<file path="config.mk">
export PLATFORM = sky130hd
export DESIGN_NAME = n2w_buffer_ctrl
export DESIGN_NICKNAME = d
export VERILOG_FILES = /design/src/rtl/n2w_buffer_ctrl.sv
export SDC_FILE = /design/constraint.sdc
export NUM_CORES = 1
export LEC_CHECK = 0
export ABC_AREA = 1
export BUFFER_PORTS_ARGS = -buffer_cell sky130_fd_sc_hd__buf_2
export CELL_PAD_IN_SITES_DETAIL_PLACEMENT = 1
export CELL_PAD_IN_SITES_GLOBAL_PLACEMENT = 1
export CORE_MARGIN = 3
export CORE_UTILIZATION = 39
export DETAILED_ROUTE_END_ITERATION = 7
export GPL_ROUTABILITY_DRIVEN = 1
export MAX_ROUTING_LAYER = met4
export PLACE_DENSITY_LB_ADDON = 0.1
export SLEW_MARGIN = 5
export SYNTH_ARGS = -nofsm -noshare
export SYNTH_HDL_FRONTEND = slang
export SYNTH_SLANG_ARGS = --single-unit
export TNS_END_PERCENT = 10
</file>
<file path="constraint.sdc">
create_clock -name clk -period 2.45 [get_ports clk]
set_clock_uncertainty 0.05 [all_clocks]
set_input_delay 0.245 -clock clk [delete_from_list [all_inputs] [get_ports clk]]
set_output_delay 0.245 -clock clk [all_outputs]
set_load 0.02 [all_outputs]
</file>
<file path="src/rtl/n2w_buffer_ctrl.sv">
// Purpose: packs narrow W beats into wide RAM words and replays committed words on a wide stream.
// Latency: a completing beat at T commits at T+1 (ram_rd_en high), and m_valid rises at T+2.
// Backpressure: s_ready = !full from the registered count; m_ready stalls read issue and holds the output.
// Ports: s_* narrow input stream, m_* wide output stream (m_data straight from the RAM),
//        ram_wr_* / ram_rd_* drive a wide-by-wide dual-port RAM, level = committed entries.
module n2w_buffer_ctrl #(
  parameter int NARROW_WIDTH = 32,
  parameter int WIDE_WIDTH   = 64,
  parameter int RATIO        = WIDE_WIDTH / NARROW_WIDTH,
  parameter int DEPTH        = 16,
  parameter int ADDR_WIDTH   = $clog2(DEPTH)
) (
  input  logic                      clk,
  input  logic                      rst_n,
  input  logic [NARROW_WIDTH-1:0]   s_data,
  input  logic [NARROW_WIDTH/8-1:0] s_strb,
  input  logic                      s_last,
  input  logic                      s_valid,
  output logic                      s_ready,
  output logic [WIDE_WIDTH-1:0]     m_data,
  output logic [WIDE_WIDTH/8-1:0]   m_strb,
  output logic                      m_last,
  output logic                      m_valid,
  input  logic                      m_ready,
  output logic [ADDR_WIDTH-1:0]     ram_wr_addr,
  output logic [WIDE_WIDTH-1:0]     ram_wr_data,
  output logic [WIDE_WIDTH/8-1:0]   ram_wr_en,
  output logic [ADDR_WIDTH-1:0]     ram_rd_addr,
  output logic                      ram_rd_en,
  input  logic [WIDE_WIDTH-1:0]     ram_rd_data,
  output logic [ADDR_WIDTH:0]       level
);

  localparam int NB     = NARROW_WIDTH / 8;
  localparam int WB     = WIDE_WIDTH / 8;
  localparam int LANE_W = $clog2(RATIO);

  localparam logic [ADDR_WIDTH:0] FULL_CNT  = (ADDR_WIDTH+1)'(DEPTH);
  localparam logic [LANE_W-1:0]   LAST_LANE = LANE_W'(RATIO - 1);

  logic [ADDR_WIDTH-1:0] wptr;
  logic [ADDR_WIDTH-1:0] rptr;
  logic [LANE_W-1:0]     lane;
  logic [ADDR_WIDTH:0]   count;

  // Per-entry strobe and last flags live in flops beside the RAM.
  logic [WB-1:0] strb_mem [DEPTH];
  logic          last_mem [DEPTH];

  logic          accept;
  logic          commit;
  logic          issue;
  logic [WB-1:0] lane_strb;

  // The word being filled is not counted, so count < DEPTH also means its slot is free.
  assign s_ready = (count < FULL_CNT);
  assign accept  = s_valid && s_ready;
  assign commit  = accept && (s_last || (lane == LAST_LANE));

  // Issue only when the output register is empty or draining this cycle,
  // so m_data/m_strb/m_last cannot move while stalled.
  assign issue = (count != '0) && (!m_valid || m_ready);

  assign lane_strb = WB'(s_strb) << (int'(lane) * NB);

  assign ram_wr_addr = wptr;
  assign ram_wr_data = {RATIO{s_data}};
  assign ram_wr_en   = accept ? lane_strb : '0;
  assign ram_rd_addr = rptr;
  assign ram_rd_en   = issue;
  assign m_data      = ram_rd_data;
  assign level       = count;

  // Write pointer and lane position within the word being filled.
  always_ff @(posedge clk or negedge rst_n) begin
    if (!rst_n) begin
      wptr <= '0;
      lane <= '0;
    end else if (accept) begin
      if (commit) begin
        wptr <= wptr + ADDR_WIDTH'(1);
        lane <= '0;
      end else begin
        lane <= lane + LANE_W'(1);
      end
    end
  end

  // Side arrays need no reset: lane 0 overwrites the strobe and every commit
  // writes the last flag before the entry can be counted and read.
  always_ff @(posedge clk) begin
    if (accept) begin
      strb_mem[wptr] <= (lane == '0) ? lane_strb : (strb_mem[wptr] | lane_strb);
      if (commit) begin
        last_mem[wptr] <= s_last;
      end
    end
  end

  // Read side: the RAM registers the word on issue; strobe/last are registered
  // alongside so all three present together one cycle later.
  always_ff @(posedge clk or negedge rst_n) begin
    if (!rst_n) begin
      rptr    <= '0;
      m_valid <= 1'b0;
      m_strb  <= '0;
      m_last  <= 1'b0;
    end else if (issue) begin
      rptr    <= rptr + ADDR_WIDTH'(1);
      m_strb  <= strb_mem[rptr];
      m_last  <= last_mem[rptr];
      m_valid <= 1'b1;
    end else if (m_valid && m_ready) begin
      m_valid <= 1'b0;
    end
  end

  // Committed-entry count; commit and issue in the same cycle cancel.
  always_ff @(posedge clk or negedge rst_n) begin
    if (!rst_n) begin
      count <= '0;
    end else begin
      case ({commit, issue})
        2'b10:   count <= count + (ADDR_WIDTH+1)'(1);
        2'b01:   count <= count - (ADDR_WIDTH+1)'(1);
        default: count <= count;
      endcase
    end
  end

endmodule

</file>
==> reports/qor.txt, run 1 <==
Die Wd: 165 µm
Ant. Diodes: 0
Hold Crit Class: in -> reg
# setup viols final: 0
PD cells: 1390 mW/mm²
commonest non-fill, non-tap cell in the layout: nand2_1
worst path cell trace: nor2_1, nor2_2, inv_1, ha_1, ha_1, nand2_1, nand2_1, a21oi_1, xor2_1, nand2_1, o21ai_0
WL met2: 15.3 mm
GRT overflow: 0
Critical-path top delay cell: dfrtp_1
Met3 Wirelength: 1.86 mm
Synth top area share: 43.9%
Reg power frac: 29.0%
hpwl dp: 23.0 mm
Antenna Nets Post-Route: 0
Final Wtd Congestion: 0.858
CP endpoint kind: flip-flop
crit-path max cell delay: 480 ps
root buf cell: clkbuf_16
leakage: 4.92 nW
Ports: 266
first-pass GRT wire length: 49.9 mm
buffers added on ports: 41
sw frac: 46.1%
H-tree depth: 4
Fin. Hold Viols: 0
Post-Route WL: 33.1 mm
Psw: 0.00671 W
R2R Path End: level[4]$_DFFE_PN0P_
Yosys top cell by area: edfxtp_1
fin. max-slew vios: 0
Top FF cell, synth: edfxtp_1
Fin Hold WS: 37.5 ps
sequential fraction of the synthesis area: 50.0%
worst hold start: m_ready
Internal: 0.00784 W
largest net degree at the start of global routing: 80
CP dominant cell by count: nand2_1
Crit. Startpoint: lane$_DFFE_PN0P_
Max Cap Viol: 0
Layout area overhead: 6.37%
critical path data required time: 2750 ps
CP arrival: 2610 ps
Initial Util: 40.1%
worst reg2reg startpoint: lane$_DFFE_PN0P_
die area: 0.0272 mm²
TritonRoute pass-1 iters: 5
clock net sink count: 168
clk_lat worst skew: 440 ps
crit path kind: reg -> reg
RSZ-0062 raised after global routing: false
initial antenna violation count: 0
CP max FO: 6
Die H: 165 µm
Site Rows: 57
Setup crit start kind: flip-flop
synthesized area: 0.00986 mm²
Post-synth EDFFs: 144
r2r worst-path depth: 11
Metal-1 WL: 15.1 mm
Logic pwr share: 52.4%
average cell area after synthesis: 8.17 µm²
fmax: 434 MHz
CTS tree: yes
Final #Nets: 1277
Rel. slew slack: 50.8%
CTS Buffer Depth: 2
maximum vdd drop: 0.663 mV
via count: 7798
CORE AREA: 0.0246 mm²
DR top layer: met4
crit path capture: level[4]$_DFFE_PN0P_
status: finished, final reports clean
Tmin final: 2310 ps
synthesized instance count: 1206
layout cells sized above 1: 13.8%
Tightest Pin Transition: 737 ps
part of the power in the clock network: 18.6%
ys async rst share: 14.3%
clock buffer count from CTS: 17
Cell variety after synth: 28
crit share post-route: 94.1%
Total GRT Usage: 25.7%
r2r setup slk: 140 ps
Remaining DRCs: 0
Post-Syn Nets: 1321
top cells by area, synth: edfxtp_1 44%, nand2_1 15%, buf_4 10%
wire per inst: 22.1 µm
Setup TNS Final: 0 ps
most frequent cells in the layout: 402 x nand2_1, 184 x nand3_1, 152 x inv_1
Worst-path clk slew: 70 ps
FF+latch count, synth: 168
Via-to-Cell Ratio: 5.20
vias in the first global route: 7963
Initial DRC Count: 601
Yosys Warn Count: 0
-- layer usage --
layer / vias up / track usage (%)
li1: 3613 / -
met1: 3820 / 34.3
met2: 266 / 39.8
met3: 99 / 4.59
met4: 0 / 8.73
met5: - / -
-- critical path: cells and delay by family, from the launching register on --
kind	cells	cell delay [ps]
AOI/OAI and AO/OA	2	230
xor gates and xnor gates	1	150
adders and majority gates	2	610
buffers and inverters	1	90
DFF	1	480
and+or+nand+nor	5	610
-- what timing repair did --
action | 4_1_cts | 5_1_grt
resized for setup | 0 | 6
hold buffers | 1 | 0
buffers inserted | 0 | 0
hold endpoints to repair | 24 | 0
endpoints found under the setup margin | 0 | 60
-- state kept, by name, indices dropped and copies added, names as in the netlist --
name,count
m_strb,8
m_valid,1
level,5
strb_mem,128
m_last,1
last_mem,16
ram_rd_addr,4
lane,1
ram_wr_addr,4
-- stage by stage --
stage | worst slack (ps) | instance area (µm²) | power (W) | std cells | utilization, %
final | 144 | 10500 | 0.0146 | 1499 | 42.6
after global routing | 9.60 | 10500 | 0.0155 | 1499 | 42.6
after CTS | 20.7 | 10500 | 0.0146 | 1499 | 42.5
after detailed placement | 43.8 | 9880 | 0.0119 | 1466 | 40.1
after global placement | 119 | 9880 | 0.0118 | 1466 | 40.1
after floorplan | 46.6 | 9860 | 0.00889 | 1206 | -
-- worst min path at each step --
stage | to | slack [ps] | depth (start not counted)
floorplan | lane$_DFFE_PN0P_ | -100 | 0
global placement | ram_rd_addr[3]$_DFFE_PN0P_ | 240 | 1
detailed placement | ram_rd_addr[3]$_DFFE_PN0P_ | 250 | 1
CTS | m_valid$_DFFE_PN0P_ | 20 | 4
global route | m_valid$_DFFE_PN0P_ | 40 | 4
finish | m_valid$_DFFE_PN0P_ | 40 | 4
-- area by class of cell --
cell class,instances,area [µm²]
Clock buffer,22,507
Clock inverter,10,75.1
Fill cell,2974,14100
Inverter,159,602
Multi-Input combinational cell,696,3070
Sequential cell,168,4930
Tap cell,324,405
Timing Repair Buffer,120,896
-- Yosys cell counts, drive strengths merged (6+ instances only) --
cell and number:
nor3 16, buf 173, nand2 403, o211ai 6, nand3 184, inv 156
xor2 7, clkbuf 10, edfxtp 144, ha 9, dfrtp 24, nor2 48
o21ai 11
-- logic make-up after synthesis --
logic type | Yosys count | synth area share, %
AO/OA/AOI/OAI | 24 | 1.43
XOR/XNOR | 9 | 0.800
adder cells (fa/ha/maj) | 10 | 1.35
AND/OR/NAND/NOR | 653 | 27.6
flip-flops | 168 | 50.0
buffers and inverters | 342 | 18.9
-- power groups by stage --
stage	logic (W)	registers (W)	clock network (W)
2_1_floorplan	0.00442	0.00446	0
3_3_place_gp	0.00753	0.00426	0
3_5_place_dp	0.00760	0.00428	0
4_1_cts	0.00764	0.00422	0.00275
5_1_grt	0.00837	0.00426	0.00288
6_report	0.00763	0.00422	0.00271
Power figures use the tool's default switching activity.
==> run 2, diff against run 1 <==
--- a/config.mk
+++ b/config.mk
@@ -14,7 +14,7 @@
 export DETAILED_ROUTE_END_ITERATION = 7
 export GPL_ROUTABILITY_DRIVEN = 1
 export MAX_ROUTING_LAYER = met4
-export PLACE_DENSITY_LB_ADDON = 0.1
+export PLACE_DENSITY = 0.81
 export SLEW_MARGIN = 5
 export SYNTH_ARGS = -nofsm -noshare
 export SYNTH_HDL_FRONTEND = slang
==> run 2 against run 1 <==
  * Via count is 2.1% higher
  * Cell area decreased by 0.61%
  * Clock power decreased by 4%
  * Setup slack worse by 65 ps
  * Critical path depth decreased by 7
  * Sequential cell count did not move
  * Fmax fell by 2.7%
  * First-iteration DRC count rose by 25%
  * Combinational power is 2.8% lower
  * Critical endpoint is now ram_wr_en[2]
  * Largest cell class unchanged
  * Highest routed layer unchanged
==> reports/qor.txt, run 2 (synthesis gave the netlist of run 1 again) <==
Via-to-Cell Ratio: 5.36 (was 5.20)
Rel. slew slack: 48.3% (was 50.8%)
buffers added on ports: 41 (unchanged)
Final Wtd Congestion: 0.869 (was 0.858)
Hold Crit Class: in -> reg (unchanged)
worst path cell trace: inv_1, nand2_1, nor2_1, buf_2 (was nor2_1, nor2_2, inv_1, ha_1, ha_1, nand2_1, nand2_1, a21oi_1, xor2_1, nand2_1, o21ai_0)
crit-path max cell delay: 550 ps (was 480 ps)
CP endpoint kind: output pin (was flip-flop)
Worst-path clk slew: 70 ps (about the same)
Tmin final: 2370 ps (was 2310 ps)
Fin. Hold Viols: 0 (unchanged)
vias in the first global route: 8122 (was 7963)
Initial Util: 40.1% (unchanged)
CTS Buffer Depth: 2 (unchanged)
Ports: 266 (unchanged)
commonest non-fill, non-tap cell in the layout: nand2_1 (unchanged)
CP max FO: 13 (was 6)
largest net degree at the start of global routing: 80 (unchanged)
wire per inst: 21.7 µm (was 22.1 µm)
Top delay family on crit path: buffers and inverters (was simple AND/OR/NAND/NOR gates)
Final Util: 42.4% (was 42.6%)
clk_lat worst skew: 440 ps (about the same)
Buf/Inv on CP: 2 (was 1)
# setup viols final: 0 (unchanged)
Critical-path top delay cell: inv_1 (was dfrtp_1)
clock net sink count: 168 (unchanged)
Layout area overhead: 5.72% (was 6.37%)
fin. max-slew vios: 0 (unchanged)
CORE AREA: 0.0246 mm² (unchanged)
fin cells: 1486 (was 1499)
initial antenna violation count: 0 (unchanged)
Filler Cell Count: 2997 (was 2974)
CTS tree: yes (unchanged)
most frequent cells in the layout: 399 x nand2_1, 184 x nand3_1, 152 x inv_1 (was 402 x nand2_1, 184 x nand3_1, 152 x inv_1)
CP arrival: 2080 ps (was 2610 ps)
layout cells sized above 1: 13.3% (was 13.8%)
crit share post-route: 96.8% (was 94.1%)
Site Rows: 57 (unchanged)
Biggest register: strb_mem (unchanged)
first-pass GRT wire length: 48.1 mm (was 49.9 mm)
H-tree depth: 4 (unchanged)
Die H: 165 µm (unchanged)
TritonRoute pass-1 iters: 5 (unchanged)
Tightest Pin Transition: 775 ps (was 737 ps)
Setup crit start kind: flip-flop (unchanged)
area of the multi-input gates: 0.00309 mm² (was 0.00307 mm²)
critical path data required time: 2150 ps (was 2750 ps)
Antenna Nets Post-Route: 0 (unchanged)
Ant. Diodes: 0 (unchanged)
maximum vdd drop: 0.736 mV (was 0.663 mV)
Remaining DRCs: 0 (unchanged)
Die Wd: 165 µm (unchanged)
fmax: 422 MHz (was 434 MHz)
PD cells: 1370 mW/mm² (was 1390 mW/mm²)
Total GRT Usage: 24.4% (was 25.7%)
Initial DRC Count: 750 (was 601)
Placed Cells: 1452 (was 1466)
via count: 7961 (was 7798)
die area: 0.0272 mm² (unchanged)
largest registers: strb_mem (128), last_mem (16), m_strb (8) (unchanged)
RSZ-0062 raised after global routing: false (unchanged)
max reg flops: 128 (unchanged)
GRT overflow: 0 (unchanged)
Setup TNS Final: 0 ps (unchanged)
Final #Nets: 1264 (was 1277)
clock buffer count from CTS: 17 (unchanged)
leakage: 4.85 nW (was 4.92 nW)
FF+latch area: 0.00493 mm² (unchanged)
Post-Route WL: 32.2 mm (was 33.1 mm)
crit path kind: reg -> out (was reg -> reg)
status: finished, final reports clean (unchanged)
root buf cell: clkbuf_16 (unchanged)
hpwl dp: 22.0 mm (was 23.0 mm)
r2r setup slk: 150 ps (was 140 ps)
Max Cap Viol: 0 (unchanged)
==> run 2: cell count changes in the layout (fill, tap and decap cells not counted), sizes merged <==
cell and delta:
clkinvlp +1, dlygate4sd3 +1, clkbuf -1, buf -14
==> run 2: power breakdown <==
part	switching [W]	internal [W]	total (W)	leakage [nW]
sequential	0.000238	0.00401	0.00424	1.59
combinational	0.00517	0.00225	0.00742	2.98
clock	0.00121	0.00141	0.00261	0.277
==> run 2: worst paths after layout <==
check	start	end	depth (start not counted)
min in group asynchronous	rst_n	ram_wr_addr[2]$_DFFE_PN0P_	2
max	lane$_DFFE_PN0P_	ram_wr_en[2]	4
max in group asynchronous	rst_n	ram_rd_addr[0]$_DFFE_PN0P_	2
max reg2reg	ram_wr_addr[0]$_DFFE_PN0P_	strb_mem[7][3]$_DFFE_PP_	10
min	s_last	last_mem[14]$_DFFE_PP_	2
min reg2reg	m_strb[5]$_DFFE_PN0P_	m_strb[5]$_DFFE_PN0P_	2
==> run 2: routing by layer <==
metal  up-vias  part of all wire, %  global-route usage (%)
met1      3908                   41                    30.4
li1       3584                    -                       -
met2       381                   48                    38.6
met3        88                  8.9                    6.75
met5         -                    0                       -
met4         0                  2.3                    8.16
==> run 2: what timing repair did <==
| item | CTS | global route |
|---|---|---|
| hold endpoints to repair | 25 | 0 |
| resized for setup | 3 | 6 |
| setup buffers | 0 | 0 |
| hold buffers | 2 | 0 |
| setup endpoints to repair | 48 | 65 |
==> run 2: final cells by class <==
| cell class | instances | area share, % |
|---|---|---|
| clock inverter | 11 | 0.816 |
| timing repair buffer | 107 | 8.09 |
| sequential | 168 | 47.3 |
| clock buffer | 21 | 4.53 |
| tap | 324 | 3.89 |
| inverter | 159 | 5.73 |
| multi-input combinational | 696 | 29.7 |
==> run 2: worst register-to-register path: cells and delay by family, from the launching register on <==
| family | cells | cell delay (ps) |
|---|---|---|
| flip-flops | 1 | 460 |
| AND/OR/NAND/NOR | 6 | 700 |
| buffers and inverters | 3 | 440 |
| AO/OA/AOI/OAI | 1 | 300 |
==> run 2: through the flow <==
stage | hold slack (ps) | worst slack [ps] | instance area [µm²] | power (W)
floorplan | -101 | 46.6 | 9860 | 0.00889
global placement | 259 | 111 | 9820 | 0.0112
detailed placement | 253 | -57.1 | 9820 | 0.0115
CTS | 180 | 2.58 | 10400 | 0.0142
global route | 201 | 15.0 | 10400 | 0.0151
finish | 188 | 79.4 | 10400 | 0.0143
